**config.mk**
```make
export PLATFORM = sky130hd
export DESIGN_NAME = axil_wr_slave_flat
export DESIGN_NICKNAME = d
export VERILOG_FILES = /design/src/rtl/axil_wr_slave_if.sv /design/src/rtl/axil_wr_slave.sv /design/src/flat_wrapper.sv
export SDC_FILE = /design/constraint.sdc
export NUM_CORES = 1
export LEC_CHECK = 0
export BUFFER_PORTS_ARGS = -buffer_cell sky130_fd_sc_hd__clkbuf_2
export CAP_MARGIN = 20
export CORE_MARGIN = 2
export CORE_UTILIZATION = 40
export DETAILED_ROUTE_END_ITERATION = 16
export GPL_TIMING_DRIVEN = 0
export MAX_ROUTING_LAYER = met4
export PLACE_DENSITY = 0.62
export RECOVER_POWER = 100
export SLEW_MARGIN = 30
export SYNTH_ARGS = -nofsm -noshare
export SYNTH_HDL_FRONTEND = slang
export SYNTH_SLANG_ARGS = --single-unit
export TNS_END_PERCENT = 5
```
**constraint.sdc**
```tcl
create_clock -name clk -period 5.1 [get_ports clk]
set_input_delay 1.02 -clock clk [delete_from_list [all_inputs] [get_ports clk]]
set_output_delay 1.02 -clock clk [all_outputs]
set_load 0.005 [all_outputs]
```
**src/rtl/axil_wr_slave_if.sv**
```systemverilog
// AXI4-Lite write channels (AW, W, B) between an interconnect master and a
// register-block slave.
interface axil_wr_slave_if #(
    parameter int unsigned ADDR_WIDTH = 8,
    parameter int unsigned DATA_WIDTH = 32
) ();
    logic [ADDR_WIDTH-1:0]   awaddr;
    logic                    awvalid;
    logic                    awready;
    logic [DATA_WIDTH-1:0]   wdata;
    logic [DATA_WIDTH/8-1:0] wstrb;
    logic                    wvalid;
    logic                    wready;
    logic [1:0]              bresp;
    logic                    bvalid;
    logic                    bready;

    modport slave (
        input  awaddr, awvalid, wdata, wstrb, wvalid, bready,
        output awready, wready, bresp, bvalid
    );

    modport master (
        output awaddr, awvalid, wdata, wstrb, wvalid, bready,
        input  awready, wready, bresp, bvalid
    );
endinterface

```
**src/rtl/axil_wr_slave.sv**
```systemverilog
// AXI4-Lite write-path slave terminating in a word register bank.
// Optional AXIL_WSTRB_EN: honour wstrb byte lanes on legal writes.
module axil_wr_slave #(
    parameter int unsigned ADDR_WIDTH = 8,
    parameter int unsigned DATA_WIDTH = 32,
    parameter int unsigned NUM_REGS   = 16
) (
    input  logic                           clk,
    input  logic                           reset,
    axil_wr_slave_if.slave                 bus,
    output logic [NUM_REGS*DATA_WIDTH-1:0] regs_out
);

    localparam int unsigned STRB_W = DATA_WIDTH / 8;
    localparam int unsigned IDX_W  = ADDR_WIDTH - 2;
    localparam logic [1:0]  RESP_OKAY   = 2'b00;
    localparam logic [1:0]  RESP_SLVERR = 2'b10;

    typedef enum logic [1:0] {
        IDLE   = 2'd0,
        COMMIT = 2'd1,
        RESP   = 2'd2
    } state_t;

    state_t                  state, state_d;
    logic                    aw_held, aw_held_d;
    logic                    w_held, w_held_d;
    logic [ADDR_WIDTH-1:0]   awaddr_q, awaddr_d;
    logic [DATA_WIDTH-1:0]   wdata_q, wdata_d;
    logic                    awready_q, awready_d;
    logic                    wready_q, wready_d;
    logic                    bvalid_q, bvalid_d;
    logic [1:0]              bresp_q, bresp_d;

    logic [DATA_WIDTH-1:0]   regs_q [NUM_REGS];
    logic [NUM_REGS-1:0]     reg_we;
    logic [DATA_WIDTH-1:0]   wmask;
    logic [IDX_W-1:0]        idx;
    logic                    legal;

`ifdef AXIL_WSTRB_EN
    logic [STRB_W-1:0]       wstrb_q, wstrb_d;
`endif

    assign bus.awready = awready_q;
    assign bus.wready  = wready_q;
    assign bus.bvalid  = bvalid_q;
    assign bus.bresp   = bresp_q;

    // Address decode on the held AW: word aligned and inside the bank.
    assign idx   = awaddr_q[ADDR_WIDTH-1:2];
    assign legal = (awaddr_q[1:0] == 2'b00) && (32'(idx) < NUM_REGS);

`ifdef AXIL_WSTRB_EN
    always_comb begin
        wmask = '0;
        for (int b = 0; b < int'(STRB_W); b++) begin
            wmask[b*8 +: 8] = {8{wstrb_q[b]}};
        end
    end
`else
    assign wmask = '1;
`endif

    // State register.
    always_ff @(posedge clk) begin
        if (reset) begin
            state <= IDLE;
        end else begin
            state <= state_d;
        end
    end

    // Next state, capture of AW/W, response and ready generation.
    always_comb begin
        state_d   = state;
        aw_held_d = aw_held;
        w_held_d  = w_held;
        awaddr_d  = awaddr_q;
        wdata_d   = wdata_q;
`ifdef AXIL_WSTRB_EN
        wstrb_d   = wstrb_q;
`endif
        bvalid_d  = bvalid_q;
        bresp_d   = bresp_q;
        reg_we    = '0;

        unique case (state)
            IDLE: begin
                if (bus.awvalid && awready_q) begin
                    aw_held_d = 1'b1;
                    awaddr_d  = bus.awaddr;
                end
                if (bus.wvalid && wready_q) begin
                    w_held_d = 1'b1;
                    wdata_d  = bus.wdata;
`ifdef AXIL_WSTRB_EN
                    wstrb_d  = bus.wstrb;
`endif
                end
                if (aw_held_d && w_held_d) begin
                    state_d = COMMIT;
                end
            end
            COMMIT: begin
                for (int i = 0; i < int'(NUM_REGS); i++) begin
                    reg_we[i] = legal && (32'(idx) == 32'(i));
                end
                bresp_d  = legal ? RESP_OKAY : RESP_SLVERR;
                bvalid_d = 1'b1;
                state_d  = RESP;
            end
            RESP: begin
                if (bus.bready) begin
                    bvalid_d  = 1'b0;
                    aw_held_d = 1'b0;
                    w_held_d  = 1'b0;
                    state_d   = IDLE;
                end
            end
            default: begin
                state_d = IDLE;
            end
        endcase

        // Readies are registered, so they look at where the FSM is heading.
        awready_d = (state_d == IDLE) && !aw_held_d;
        wready_d  = (state_d == IDLE) && !w_held_d;
    end

    // Channel holding registers and registered outputs.
    always_ff @(posedge clk) begin
        if (reset) begin
            aw_held   <= 1'b0;
            w_held    <= 1'b0;
            awaddr_q  <= '0;
            wdata_q   <= '0;
            awready_q <= 1'b0;
            wready_q  <= 1'b0;
            bvalid_q  <= 1'b0;
            bresp_q   <= RESP_OKAY;
        end else begin
            aw_held   <= aw_held_d;
            w_held    <= w_held_d;
            awaddr_q  <= awaddr_d;
            wdata_q   <= wdata_d;
            awready_q <= awready_d;
            wready_q  <= wready_d;
            bvalid_q  <= bvalid_d;
            bresp_q   <= bresp_d;
        end
    end

`ifdef AXIL_WSTRB_EN
    always_ff @(posedge clk) begin
        if (reset) begin
            wstrb_q <= '0;
        end else begin
            wstrb_q <= wstrb_d;
        end
    end
`endif

    // Register bank: masked read-modify-write of the selected word.
    always_ff @(posedge clk) begin
        if (reset) begin
            for (int i = 0; i < int'(NUM_REGS); i++) begin
                regs_q[i] <= '0;
            end
        end else begin
            for (int i = 0; i < int'(NUM_REGS); i++) begin
                if (reg_we[i]) begin
                    regs_q[i] <= (regs_q[i] & ~wmask) | (wdata_q & wmask);
                end
            end
        end
    end

    for (genvar g = 0; g < int'(NUM_REGS); g++) begin : g_regs_out
        assign regs_out[g*DATA_WIDTH +: DATA_WIDTH] = regs_q[g];
    end

endmodule

```
**src/flat_wrapper.sv**
```systemverilog
// flat-port wrapper written by rule: the top's interface ports become plain ports
module axil_wr_slave_flat 
#(
    parameter int unsigned ADDR_WIDTH = 8,
    parameter int unsigned DATA_WIDTH = 32,
    parameter int unsigned NUM_REGS   = 16
)
  (clk, reset, regs_out, bus_awaddr, bus_awvalid, bus_wdata, bus_wstrb, bus_wvalid, bus_bready, bus_awready, bus_wready, bus_bresp, bus_bvalid);
  axil_wr_slave_if #(.ADDR_WIDTH(ADDR_WIDTH), .DATA_WIDTH(DATA_WIDTH)) bus_i ();
  input  logic clk;
  input  logic reset;
  output logic [NUM_REGS*DATA_WIDTH-1:0] regs_out;
  input wire logic [$bits(bus_i.awaddr)-1:0] bus_awaddr;
  input wire logic [$bits(bus_i.awvalid)-1:0] bus_awvalid;
  input wire logic [$bits(bus_i.wdata)-1:0] bus_wdata;
  input wire logic [$bits(bus_i.wstrb)-1:0] bus_wstrb;
  input wire logic [$bits(bus_i.wvalid)-1:0] bus_wvalid;
  input wire logic [$bits(bus_i.bready)-1:0] bus_bready;
  output wire logic [$bits(bus_i.awready)-1:0] bus_awready;
  output wire logic [$bits(bus_i.wready)-1:0] bus_wready;
  output wire logic [$bits(bus_i.bresp)-1:0] bus_bresp;
  output wire logic [$bits(bus_i.bvalid)-1:0] bus_bvalid;
  assign bus_i.awaddr = bus_awaddr;
  assign bus_i.awvalid = bus_awvalid;
  assign bus_i.wdata = bus_wdata;
  assign bus_i.wstrb = bus_wstrb;
  assign bus_i.wvalid = bus_wvalid;
  assign bus_i.bready = bus_bready;
  assign bus_awready = bus_i.awready;
  assign bus_wready = bus_i.wready;
  assign bus_bresp = bus_i.bresp;
  assign bus_bvalid = bus_i.bvalid;
  axil_wr_slave #(.ADDR_WIDTH(ADDR_WIDTH), .DATA_WIDTH(DATA_WIDTH), .NUM_REGS(NUM_REGS)) u_core (.clk(clk), .reset(reset), .bus(bus_i), .regs_out(regs_out));
endmodule
```
==> metrics.cfg <==
[run_status]
status = finished, final reports clean

[timing]
rsz0062_at_grt = no
finalCritPeriodShare_pct = 71.5
min_period_ns = 3.65
clock-skew-final_ns = 0.0116
tightestPinTransition_ns = 1.04
setup_viol_count_final = 0
max_freq_mhz = 274
slew_viol_final = 0
whs_ns = 0.455
hold_viol_final = 0
max_slew_margin_pct = 29.9

[pwr]
p_total_mw = 9.74
p_leak_nw = 8.84
pwr_density_cell_mw_per_mm2 = 393
ir_drop_v = 0.000276

[place]
io_buffers = 560
routabilityCongestion = 0.833
dp_hpwl_microns = 46100

[floorplanning]
start_util_pct = 40.4
fp.dieW_microns = 223
die_height_microns = 223
core.rowCount = 80
dieArea_sq_mm = 0.0499
core_area_sq_mm = 0.0476
io_pins = 566

[synth]
yosys_warnings = 0
syn-num-nets = 1292
postSynthAreaPerCell_sq_um = 15.5
synth_area_leaders = edfxtp_1 80%, nor2_1 6.5%, dfxtp_1 5.0%, nand2_1 2.6%, nand2b_1 1.2%
netlist.area_leader.share_pct = 79.8
synth.largest_area_cell = edfxtp_1
ys_ff_latch = 560
synthDistinctLibCells = 31
syn_area_sq_mm = 0.0193
synth-seq-area-share_pct = 84.8
syn_inst = 1243

[clock_tree]
cts_made_buffers = 56
clock_sinks = 560
cts-resized-gates = 0
h-tree-depth = 2
cts_buffer_depth = 3
postCtsSetupBuffers = 0
cts_hold_buf = 0
clkLatencyLatePin_ns = 0.60
clk_pin_slew_ns = 0.06
cts_tree = done
cts_root_buf = clkbuf_16

[grt]
grt_first_pass_wirelength_microns = 89200
grt_max_degree = 22
grt.total_usage_pct = 26.2
grt-ovfl-total = 0
antenna_found_initial = 5
first_global_vias = 12522

[setup_path]
endpoint_kind = register
critPathArrivalTime_ns = 3.96
critical_path_class = reg -> reg
worstPathRequired_ns = 5.41
critPathMaxFanout = 17
startpoint_type = register

[drt]
vias = 12787
dr.pass1.iters = 5
drtIter0Drc = 1097
ant_nets = 0
viasPerCell = 5.02
drcViolationCount = 0
finalWirelength_microns = 64900
wl_per_cell_microns = 25.5

[final_layout]
finalCoreUtilization_pct = 52.0
area_growth_pct = 28.5
drive_gt1_share_pct = 15.0
fillers = 4210
final_nets = 1932

[flow_run]
drv_cap = 0

[worst_hold_path]
min-delay-path-class = reg -> reg

cells by family (layout without fill, tap and decap cells):
group	count (synthesis)	after routing	synth area share [%]
buf+inv	95	779	1.96
simple gates	521	521	11.1
other cells	1	4	0.0195
flops	560	560	84.8
mux	8	8	0.416
compound gates	58	58	1.75
final timing paths:
path	from	end	slack, ns	depth (start not counted)
max	u_core.awaddr_q[7]	u_core.regs_q[0][106]	1.45	5
min	u_core.wdata_q[25]	u_core.wdata_q[25]	0.45	2
max reg2reg	u_core.awaddr_q[7]	u_core.regs_q[0][106]	1.45	5
min reg2reg	u_core.wdata_q[25]	u_core.wdata_q[25]	0.45	2
metrics by stage:
| stage | area (sq um) | setup TNS, ns | worst slack [ns] | cells |
|---|---|---|---|---|
| 3_3_place_gp | 22800 | -5.52 | -0.0904 | 2418 |
| 2_1_floorplan | 19300 | 0 | 1.97 | 1243 |
| 5_1_grt | 24800 | 0 | 1.07 | 2544 |
| 6_report | 24800 | 0 | 1.45 | 2545 |
| 3_5_place_dp | 23600 | 0 | 1.98 | 2440 |
| 4_1_cts | 25300 | 0 | 1.99 | 2542 |
placed cells by master, fill, tap and decap left out, types with 12 or more instances in the layout:
cell type    n
buf_16      20
dfxtp_1     48
nand2b_1    36
clkbuf_2   176
edfxtp_1   512
nand2_1    131
a21oi_1     38
inv_1       32
clkbuf_16   57
clkinv_1    16
clkbuf_1   452
o21bai_4    12
nor2_1     335
cell type report:
| type | count | area [sq um] | area share (%) |
|---|---|---|---|
| flip-flops and latches | 560 | 16300 | 66.0 |
| clock inverters | 32 | 236 | 0.955 |
| diodes | 3 | 7.51 | 0.0303 |
| inverters | 32 | 120 | 0.485 |
| plain buffers | 63 | 244 | 0.985 |
| clock buffers | 70 | 1480 | 5.96 |
| repair buffers | 582 | 2900 | 11.7 |
| well taps | 615 | 769 | 3.11 |
| multi-input cells | 588 | 2670 | 10.8 |
worst max-delay path, cell delays in order (launching register included):
cell and delay [ns]:
dfxtp_1 0.31, nor4_1 0.89, nand4_1 0.64, clkbuf_1 0.55, o21bai_4 0.70, buf_16 0.23
cells in the mapped netlist:
cell       count
o21bai_1      14
buf_4          1
nor2b_1        3
nand4_1        1
inv_1         32
nand2b_1      36
o21ai_0        1
nor3_1         1
nand3b_1       1
buf_2         14
a211oi_1       3
or2_2          2
o31ai_1        2
buf_1          4
edfxtp_1     512
or3_1          1
nand2_1      131
nand4b_1       1
clkbuf_1      44
nor4bb_1       2
nor2_1       335
conb_1         1
and4bb_2       1
nand4bb_1      1
nor3b_1        1
nand3_1        2
a21oi_1       38
dfxtp_1       48
nor4b_1        1
mux2i_1        8
nor4_4         1
power by group:
group          leakage, nW  internal [mW]  switching, mW
logic                 2.34          0.186          0.398
registers             5.68           5.20         0.0736
clock network        0.831           2.16           1.72
total                 8.84           7.54           2.19
registers in the layout (all words and copies together), names as in the netlist:
name and flops:
u_core.aw_held 1, u_core.awaddr_q 8, u_core.bus.awready 1, u_core.bus.bresp 1
u_core.bus.bvalid 1, u_core.bus.wready 1, u_core.regs_q 512, u_core.state 2
u_core.w_held 1, u_core.wdata_q 32
layer usage:
metal  routed length (microns)  vias up  GRT usage, %
met5                         0        -             -
met4                      2920        0          10.8
met3                      5460      123          5.85
met2                     32100      691          43.1
met1                     24400     6348          31.3
li1                          -     5625             -
Note: power is estimated with default switching activity, not from simulation.
